**config.mk**
```make
export PLATFORM = sky130hd
export DESIGN_NAME = seg7_scan_driver_flat
export DESIGN_NICKNAME = d
export VERILOG_FILES = /design/src/rtl/seg7_scan_driver_if.sv /design/src/rtl/seg7_scan_driver.sv /design/src/flat_wrapper.sv
export SDC_FILE = /design/constraint.sdc
export NUM_CORES = 1
export LEC_CHECK = 0
export CORE_UTILIZATION = 31
export CTS_CLUSTER_DIAMETER = 50
export CTS_CLUSTER_SIZE = 8
export DETAILED_ROUTE_END_ITERATION = 10
export GPL_ROUTABILITY_DRIVEN = 0
export PLACE_DENSITY = 0.62
export SETUP_SLACK_MARGIN = 0.02
export SYNTH_ARGS = -nofsm -noshare
export SYNTH_HDL_FRONTEND = slang
export SYNTH_SLANG_ARGS = --single-unit
```
**constraint.sdc**
```tcl
create_clock -name clk -period 2.6 [get_ports clk]
set_input_delay 0.65 -clock clk [delete_from_list [all_inputs] [get_ports clk]]
set_output_delay 0.65 -clock clk [all_outputs]
set_load 0.03 [all_outputs]
```
**src/rtl/seg7_scan_driver_if.sv**
```systemverilog
// Bus between the datapath and the 7-segment scan driver.
//   load/data/dp_in/digit_en/lz_suppress : frame written by the datapath (master)
//   an_n/seg_n/dp_n/frame_done            : display pins and frame strobe (slave)
interface seg7_scan_driver_if #(
  parameter int unsigned N_DIGITS = 8
);
  logic                    load;
  logic [4*N_DIGITS-1:0]   data;
  logic [N_DIGITS-1:0]     dp_in;
  logic [N_DIGITS-1:0]     digit_en;
  logic                    lz_suppress;
  logic [N_DIGITS-1:0]     an_n;
  logic [6:0]              seg_n;
  logic                    dp_n;
  logic                    frame_done;

  modport master (
    output load, data, dp_in, digit_en, lz_suppress,
    input  an_n, seg_n, dp_n, frame_done
  );

  modport slave (
    input  load, data, dp_in, digit_en, lz_suppress,
    output an_n, seg_n, dp_n, frame_done
  );
endinterface

```
**src/rtl/seg7_scan_driver.sv**
```systemverilog
// Time-multiplexed common-anode 7-segment driver with a double-buffered frame.
//   clk, rst_n : clock, asynchronous active-low reset
//   bus        : slave side of seg7_scan_driver_if (frame inputs, an_n/seg_n/dp_n/frame_done)
// One digit is lit per REFRESH_DIV-cycle slot; anodes stay off for the first GUARD_CYCLES of
// each slot. All outputs are registered (one cycle behind the scan state).
module seg7_scan_driver #(
  parameter int unsigned N_DIGITS     = 8,
  parameter int unsigned REFRESH_DIV  = 100000,
  parameter int unsigned GUARD_CYCLES = 16,
  parameter int unsigned HEX_MODE     = 0
) (
  input logic               clk,
  input logic               rst_n,
  seg7_scan_driver_if.slave bus
);
  localparam int unsigned     DivW     = $clog2(REFRESH_DIV);
  localparam int unsigned     IdxW     = (N_DIGITS > 1) ? $clog2(N_DIGITS) : 1;
  localparam logic [DivW-1:0] DivLast  = DivW'(REFRESH_DIV - 1);
  localparam logic [IdxW-1:0] IdxLast  = IdxW'(N_DIGITS - 1);
  localparam logic [DivW-1:0] GuardCnt = DivW'(GUARD_CYCLES);
  localparam bit              Hex      = (HEX_MODE != 0);

  logic [DivW-1:0] div_q, div_d;
  logic [IdxW-1:0] idx_q, idx_d;
  logic            slot_end, frame_end;

  logic [N_DIGITS-1:0][3:0] pend_data_q, act_data_q, in_data;
  logic [N_DIGITS-1:0]      pend_dp_q, act_dp_q, pend_en_q, act_en_q;
  logic                     pend_lz_q, act_lz_q;

  logic [N_DIGITS-1:0] supp;
  logic [3:0]          cur_code;
  logic                cur_dark, cur_blank;
  logic [N_DIGITS-1:0] an_d, an_q;
  logic [6:0]          seg_d, seg_q;
  logic                dp_d, dp_q, fd_d, fd_q;

  assign in_data = bus.data;

  function automatic logic [6:0] decode(input logic [3:0] code);
    logic [6:0] s;
    case (code)
      4'h0:    s = 7'h40;
      4'h1:    s = 7'h79;
      4'h2:    s = 7'h24;
      4'h3:    s = 7'h30;
      4'h4:    s = 7'h19;
      4'h5:    s = 7'h12;
      4'h6:    s = 7'h02;
      4'h7:    s = 7'h78;
      4'h8:    s = 7'h00;
      4'h9:    s = 7'h10;
      4'hA:    s = Hex ? 7'h08 : 7'h06;
      4'hB:    s = Hex ? 7'h03 : 7'h06;
      4'hC:    s = Hex ? 7'h46 : 7'h06;
      4'hD:    s = Hex ? 7'h21 : 7'h06;
      4'hE:    s = 7'h06;
      default: s = Hex ? 7'h0E : 7'h7F;
    endcase
    return s;
  endfunction

  // Scan counters
  always_comb begin
    slot_end  = (div_q == DivLast);
    frame_end = slot_end && (idx_q == IdxLast);
    div_d     = slot_end ? '0 : div_q + 1'b1;
    idx_d     = idx_q;
    if (slot_end) idx_d = (idx_q == IdxLast) ? '0 : idx_q + 1'b1;
    // Registered from next state so the pulse lines up with the last cycle of the frame.
    fd_d      = (div_d == DivLast) && (idx_d == IdxLast);
  end

  // Leading-zero run scanned from the most significant digit down; a lit dp ends it.
  always_comb begin
    logic run;
    run  = 1'b1;
    supp = '0;
    for (int k = int'(N_DIGITS) - 1; k >= 0; k--) begin
      if (act_lz_q && run && (act_data_q[k] == 4'h0) && !act_dp_q[k] && (k != 0)) begin
        supp[k] = 1'b1;
      end
      run = run && ((act_data_q[k] == 4'h0) || !act_en_q[k]) && !act_dp_q[k];
    end
  end

  always_comb begin
    cur_code  = act_data_q[idx_q];
    cur_dark  = !act_en_q[idx_q] || supp[idx_q];
    cur_blank = cur_dark || (!Hex && (cur_code == 4'hF));
    seg_d     = cur_blank ? 7'h7F : decode(cur_code);
    dp_d      = cur_blank ? 1'b1 : !act_dp_q[idx_q];
    an_d      = '1;
    // Code-F blanks still select their anode; only dark digits and the guard keep it off.
    if (!cur_dark && !(div_q < GuardCnt)) an_d[idx_q] = 1'b0;
  end

  always_ff @(posedge clk or negedge rst_n) begin
    if (!rst_n) begin
      div_q       <= '0;
      idx_q       <= '0;
      pend_data_q <= {N_DIGITS{4'hF}};
      pend_dp_q   <= '0;
      pend_en_q   <= '0;
      pend_lz_q   <= 1'b0;
      act_data_q  <= {N_DIGITS{4'hF}};
      act_dp_q    <= '0;
      act_en_q    <= '0;
      act_lz_q    <= 1'b0;
      an_q        <= '1;
      seg_q       <= 7'h7F;
      dp_q        <= 1'b1;
      fd_q        <= 1'b0;
    end else begin
      div_q <= div_d;
      idx_q <= idx_d;
      if (bus.load) begin
        pend_data_q <= in_data;
        pend_dp_q   <= bus.dp_in;
        pend_en_q   <= bus.digit_en;
        pend_lz_q   <= bus.lz_suppress;
      end
      if (frame_end) begin
        // A load on the frame boundary bypasses pending so it shows in the very next frame.
        act_data_q <= bus.load ? in_data         : pend_data_q;
        act_dp_q   <= bus.load ? bus.dp_in       : pend_dp_q;
        act_en_q   <= bus.load ? bus.digit_en    : pend_en_q;
        act_lz_q   <= bus.load ? bus.lz_suppress : pend_lz_q;
      end
      an_q  <= an_d;
      seg_q <= seg_d;
      dp_q  <= dp_d;
      fd_q  <= fd_d;
    end
  end

  assign bus.an_n       = an_q;
  assign bus.seg_n      = seg_q;
  assign bus.dp_n       = dp_q;
  assign bus.frame_done = fd_q;
endmodule

```
**src/flat_wrapper.sv**
```systemverilog
// flat-port wrapper written by rule: the top's interface ports become plain ports
module seg7_scan_driver_flat 
#(
  parameter int unsigned N_DIGITS     = 8,
  parameter int unsigned REFRESH_DIV  = 100000,
  parameter int unsigned GUARD_CYCLES = 16,
  parameter int unsigned HEX_MODE     = 0
)
  (clk, rst_n, bus_load, bus_data, bus_dp_in, bus_digit_en, bus_lz_suppress, bus_an_n, bus_seg_n, bus_dp_n, bus_frame_done);
  seg7_scan_driver_if #(.N_DIGITS(N_DIGITS)) bus_i ();
  input logic clk;
  input logic rst_n;
  input wire logic [$bits(bus_i.load)-1:0] bus_load;
  input wire logic [$bits(bus_i.data)-1:0] bus_data;
  input wire logic [$bits(bus_i.dp_in)-1:0] bus_dp_in;
  input wire logic [$bits(bus_i.digit_en)-1:0] bus_digit_en;
  input wire logic [$bits(bus_i.lz_suppress)-1:0] bus_lz_suppress;
  output wire logic [$bits(bus_i.an_n)-1:0] bus_an_n;
  output wire logic [$bits(bus_i.seg_n)-1:0] bus_seg_n;
  output wire logic [$bits(bus_i.dp_n)-1:0] bus_dp_n;
  output wire logic [$bits(bus_i.frame_done)-1:0] bus_frame_done;
  assign bus_i.load = bus_load;
  assign bus_i.data = bus_data;
  assign bus_i.dp_in = bus_dp_in;
  assign bus_i.digit_en = bus_digit_en;
  assign bus_i.lz_suppress = bus_lz_suppress;
  assign bus_an_n = bus_i.an_n;
  assign bus_seg_n = bus_i.seg_n;
  assign bus_dp_n = bus_i.dp_n;
  assign bus_frame_done = bus_i.frame_done;
  seg7_scan_driver #(.N_DIGITS(N_DIGITS), .REFRESH_DIV(REFRESH_DIV), .GUARD_CYCLES(GUARD_CYCLES), .HEX_MODE(HEX_MODE)) u_core (.clk(clk), .rst_n(rst_n), .bus(bus_i));
endmodule
```
## Word-level counts from Yosys, hierarchy flattened

Memories as Yosys holds them, arrays and structs flattened.
Cells that the tools add are included.

- Bits in registers: 135
- Bits in read-only memories: 112
- Input port bits: 52
- Word-level logic and storage cells: 134
- Memories kept: 1

Memory list:

| name | words | width | rd ports | clocked after Yosys merged registers in | write ports | line | source |
|---|---|---|---|---|---|---|---|
| (name not given) | 16 | 7 | 1 | 0 | 0 | seg7_scan_driver.sv:42 | `case (code)` |

- Add/subtract/negate cells: 2
- $lt $le $gt $ge: 3
- Equal/unequal tests: 5
- Multiplexer cells: 27
- Bitwise gates (word level): 1
- Reductions and logical operators: 67

Operator list:

| operator | number |
|---|---|
| logical AND 1 bit | 35 |
| equality test 17 bit (second input constant) | 2 |
| two-way mux 32 bit | 1 |
| logical NOT 4 bit | 7 |
| two-way mux 8 bit | 3 |
| adder 17 x 1 -> 17 bit (second input constant) | 1 |
| logical NOT 1 bit | 17 |
| < comparator 17 x 5 -> 1 bit (second input constant) | 1 |
| two-way mux 17 bit | 1 |
| two-way mux 1 bit | 13 |
| binary-select mux 4 bit (select 3 bit) | 1 |
| binary-select mux 1 bit (select 3 bit) | 3 |
| logical OR 1 bit | 8 |
| inverter 8 bit | 1 |
| two-way mux 7 bit | 1 |
| equality test 3 bit (second input constant) | 2 |
| two-way mux 3 bit | 2 |
| equality test 4 bit (second input constant) | 1 |
| < comparator 3 x 4 -> 1 bit (second input constant) | 1 |
| two-way mux 4 bit | 1 |
| adder 3 x 1 -> 3 bit (second input constant) | 1 |
| demux 1 bit (select 3 bit) | 1 |
| >= comparator 3 x 1 -> 1 bit (second input constant) | 1 |

## Depth between registers and ports, before layout

Gate-level depths: netlist of the first run.

- Depth in word-level cells: 23
- Depth in mapped cells: 10
- Mapped depth without buffers: 8

## Least setup slack after synthesis of the first run

Ideal clock, no wire load.

- Path kind: register to register
- Start point: reg u_core.div_q[5]
- End point: reg u_core.act_dp_q[7]
- Setup time: 0.125 ns
- Arrival time: 2.406 ns
- Data required time: 2.475 ns
- Path slack: 0.069 ns
- Cell stages (with the launch flop): 9
- Buffers on the path: 3
- Clock period less this slack: 2.531 ns
- Path through: dfrtp_1 buf_6 or4_1 or4_4 nor4_4 nand3_2 buf_6 buf_6 mux2_4

- Word-level cells in the longest chain between the ends: 2

RTL lines:

| element | line | source |
|---|---|---|
| from (decl) | seg7_scan_driver.sv:23 | `logic [DivW-1:0] div_q, div_d;` |
| from (signal assigned) | seg7_scan_driver.sv:115 | `div_q <= div_d;` |
| equality test 17 bit | seg7_scan_driver.sv:65 | `slot_end = (div_q == DivLast);` |
| logical AND 1 bit | seg7_scan_driver.sv:66 | `frame_end = slot_end && (idx_q == IdxLast);` |
| to (signal assigned) | seg7_scan_driver.sv:126 | `act_dp_q <= bus.load ? bus.dp_in : pend_dp_q;` |
| to (decl) | seg7_scan_driver.sv:28 | `logic [N_DIGITS-1:0] pend_dp_q, act_dp_q, pend_en_q, act_en_q;` |

Every way passes these cells.
A chain may end at the register's enable or synchronous reset.

## Worst setup path in the final report of the first run

- Start point: reg u_core.div_q[11]
- End point: reg u_core.act_lz_q

- Word-level cells in the longest chain between the ends: 2

RTL lines:

| element | line | source |
|---|---|---|
| equality test 17 bit | seg7_scan_driver.sv:65 |  |
| logical AND 1 bit | seg7_scan_driver.sv:66 |  |
| to (signal assigned) | seg7_scan_driver.sv:128 | `act_lz_q <= bus.load ? bus.lz_suppress : pend_lz_q;` |
| to (decl) | seg7_scan_driver.sv:29 | `logic pend_lz_q, act_lz_q;` |

Every way passes these cells.

==> metrics, run 1 <==
status=completed; x dimension of the die=143 um; combinational group share of total power=7.8%; htree depth=4; number of placed cells counting well taps=796; post-layout power=5.09 mW; number of I/O pins=between 60 and 70; maximum frequency from static timing analysis=about 400 MHz; pin slew with the least headroom to its limit=approximately 0.7 ns; startpoint type of the worst setup path=flip-flop; number of buffer cells added on primary ports=68; unrepaired setup endpoints after global routing=false; time the worst path needs with I/O delays and setup=2.45 ns; cell accounting for the most synthesized area=sky130_fd_sc_hd__dfstp_2; kind of end point of the critical path=flip-flop; total global routing overflow=0; total inserted antenna cells=0; clock latency of the later-clocked register in the worst-skew pair=0.42 ns; worst slew slack as a fraction of its limit=52.5%; arrival time at the worst endpoint=2.76 ns; post-route clock skew=approximately 0.013 ns; path class of the lowest-slack min-delay path=primary input to async pin; largest vdd supply drop=about 0.33 mV; period utilization=around 94%; kind of critical path=flip-flop to flip-flop; Avg WL per Cell=about 16 um; most frequently used cell type in the post-synthesis netlist=sky130_fd_sc_hd__mux2_2; placement row count=51; GRT Total Usage=14.3%; area growth from synthesis to final layout=27.3%; DRT Pass-1 Iters=5; final routed wirelength across all metal layers=13200 um; TritonCTS clock tree=done; setup fix buffers added after clock tree synthesis=0; FF+latch count, synth=135; ordered list of cells on the worst path=or4_1 > or4_4 > nor4_4 > nand3_2 > buf_12 > mux2_4; number of distinct standard cells referenced by the synthesized netlist=59; fraction of layout instances using a drive strength above 1=43.7%; maximum number of pins on one net before global-route repair=~140; P_sw=1.16 mW; half-perimeter wire length of the detailed placement result=approximately 9500 um; net switching fraction of the power=22.7%; leakage power of the design=3.15 nW; largest cells by area after synthesis=sky130_fd_sc_hd__dfstp_2 34%, sky130_fd_sc_hd__dfrtp_1 22%, sky130_fd_sc_hd__mux2_2 17%, sky130_fd_sc_hd__mux2_4 2.4%, sky130_fd_sc_hd__mux4_2 1.8%; Initial Util=31.7%; final sum of negative setup slack=0 ns; via count of the first global-routing pass=4256; Worst EP required=2.90 ns; Finished Core Util=40.4%; DR iter-0 viols=163; clock slew seen by the registers of the worst setup and hold paths=0.06 ns; final-report setup violation count=0; syn_area_per_cell=13.4 um2; DR DRC count=0; maximum root-to-sink buffer count=2; non-filler instance count after layout=828; number of clock buffers inserted by TritonCTS=17; max-slew violations=0; buffers and inverters on the worst path=1; clock root cell=sky130_fd_sc_hd__clkbuf_16; dominant delay contributor by cell family on the critical path=simple AND/OR/NAND/NOR gates; critical path's slowest cell=sky130_fd_sc_hd__or4_1; vias after detailed routing=between 4000 and 5000; prevailing post-synth register cell=sky130_fd_sc_hd__dfstp_2; Hold Vio Cnt, Final=0; net count of the finished layout=610; Die Ht=143 um; Power Density=648 nW/um2; fraction of power consumed by the clock network=46.0%; proportion of register bits with asynchronous set or reset after synthesis=100%; area of all placed cells without fillers=7860 um2; synthesized netlist net count=522; post-synth top area share=34.1%; Worst path max stage delay=0.51 ns; Final ANT Viol Nets=0; wire length of the first global-routing pass=22000 um; number of standard cells after synthesis=462; largest fanout of any net on the critical path=49; internal power contribution=3.93 mW; share of total power in sequential cells=46.2%; area of the mapped netlist=just over 6000 um2; warnings from Yosys=0; placed inst area=7280 um2; clock tree sinks=about 140; number of vias per cell after detailed routing=4.83; initial antenna violation count=0; list of most frequent post-synthesis cells=92 x sky130_fd_sc_hd__mux2_2, 80 x sky130_fd_sc_hd__dfstp_2, 55 x sky130_fd_sc_hd__dfrtp_1, 22 x sky130_fd_sc_hd__nand2_1, 22 x sky130_fd_sc_hd__nor2_1; number of max-cap violations=0; overall die area=20500 um2; core box area=19500 um2; number of flops mapped to enable cells by yosys=0; Seq/Total Area, Yosys=around 56%
[registers in the layout, summed over array words and instances, names as in the netlist]
| register | cells |
|---|---|
| u_core.pend_en_q | 8 |
| u_core.act_en_q | 8 |
| u_core.act_data_q | 32 |
| u_core.bus.an_n | 8 |
| u_core.bus.seg_n | 7 |
| u_core.idx_q | 3 |
| u_core.pend_dp_q | 8 |
| u_core.act_lz_q | 1 |
| u_core.act_dp_q | 8 |
| u_core.bus.dp_n | 1 |
| u_core.pend_lz_q | 1 |
| u_core.pend_data_q | 32 |
| u_core.bus.frame_done | 1 |
| u_core.div_q | 17 |
[metal layers]
metal | vias to the layer above | wire length [um] | track usage, %
li1 | 1866 | - | -
met1 | 2010 | 5730 | 17.7
met2 | 105 | 6580 | 23.6
met3 | 20 | 654 | 3.82
met4 | 0 | 202 | 5.49
met5 | - | 0 | 0
[per-stage QoR]
stage	hold slack, ns	setup WS (ns)
final	0.335	0.148
after CTS	0.364	0.128
after global routing	0.411	0.0362
after global placement	0.457	0.198
after floorplan	0.354	0.0685
after detailed placement	0.475	0.140
[cell usage in the layout (no fill, tap or decap), types with 4 or more instances in the layout]
cell type                         count
sky130_fd_sc_hd__nand2b_1             8
sky130_fd_sc_hd__or4_1                4
sky130_fd_sc_hd__o21ai_0             12
sky130_fd_sc_hd__nor3_1               4
sky130_fd_sc_hd__mux2i_1              5
sky130_fd_sc_hd__ha_1                 8
sky130_fd_sc_hd__mux2_2              92
sky130_fd_sc_hd__dfrtp_1             55
sky130_fd_sc_hd__clkbuf_16           17
sky130_fd_sc_hd__o221ai_1             4
sky130_fd_sc_hd__nand2_1             22
sky130_fd_sc_hd__mux2_4              10
sky130_fd_sc_hd__nor2_1              22
sky130_fd_sc_hd__a21oi_1              8
sky130_fd_sc_hd__inv_6                5
sky130_fd_sc_hd__inv_1               11
sky130_fd_sc_hd__dfstp_2             80
sky130_fd_sc_hd__xor2_1               6
sky130_fd_sc_hd__xnor2_1              8
sky130_fd_sc_hd__nor2b_1              5
sky130_fd_sc_hd__buf_4               21
sky130_fd_sc_hd__mux4_2               5
sky130_fd_sc_hd__nand3_1             10
sky130_fd_sc_hd__clkdlybuf4s50_1     66
sky130_fd_sc_hd__nor4_1               8
[power groups by stage]
stage          Clock [mW]  Sequential (mW)  Combinational (mW)
6_report             2.34             2.35               0.399
2_1_floorplan           0             2.37               0.199
3_3_place_gp            0             2.38               0.396
3_5_place_dp            0             2.38               0.406
5_1_grt              2.50             2.36               0.440
4_1_cts              2.42             2.35               0.410
[worst register-to-register path: cells and delay by family, from the launching register on]
| kind | cells | cell delay, ns |
|---|---|---|
| buffers and inverters | 1 | 0.21 |
| DFF | 1 | 0.42 |
| muxes | 1 | 0.36 |
| and+or+nand+nor | 4 | 1.35 |
[area by class of cell]
cell class              count  area (um2)
fillers                  1812       11600
flip-flops and latches    135        3480
multi-input cells         294        2540
repair buffers             91         883
clock buffers              19         433
well taps                 265         332
clock inverters            13         146
inverters                  11        41.3
[path summary, 6_finish.rpt]
path / startpoint / end / slack, ns / depth (start not counted)
setup reg to reg: u_core.div_q[11] / u_core.act_lz_q / 0.15 / 6
hold reg to reg: u_core.pend_en_q[2] / u_core.pend_en_q[2] / 0.50 / 1
min in group clk: u_core.pend_en_q[2] / u_core.pend_en_q[2] / 0.50 / 1
setup / recovery: u_core.div_q[11] / u_core.act_lz_q / 0.15 / 6
hold / removal: rst_n / u_core.bus.frame_done / 0.33 / 2
max in group asynchronous: rst_n / u_core.pend_data_q[12] / 1.77 / 2
[what timing repair did]
item / CTS / global route
endpoints found under the setup margin: 0 / 1
hold buffers: 0 / 0
gates resized for setup: 0 / 1
[cell families (layout without fill, tap and decap cells)]
family | count (synthesis) | after routing | share of synthesized area (%)
flip-flops | 135 | 135 | 56.4
multiplexers | 112 | 112 | 21.9
AND/OR/NAND/NOR | 108 | 108 | 9.83
AO/OA/AOI/OAI | 52 | 52 | 5.88
buffers and inverters | 33 | 134 | 2.47
XOR/XNOR | 14 | 14 | 1.99
adder cells (fa/ha/maj) | 8 | 8 | 1.62
Note: power is estimated with default switching activity, not from simulation.
==> run 2, diff against run 1 <==
Settings changed: SLEW_MARGIN from default to 15.
==> results of run 2 <==
The final DEF is identical to that of run 1; final timing and power are the same.
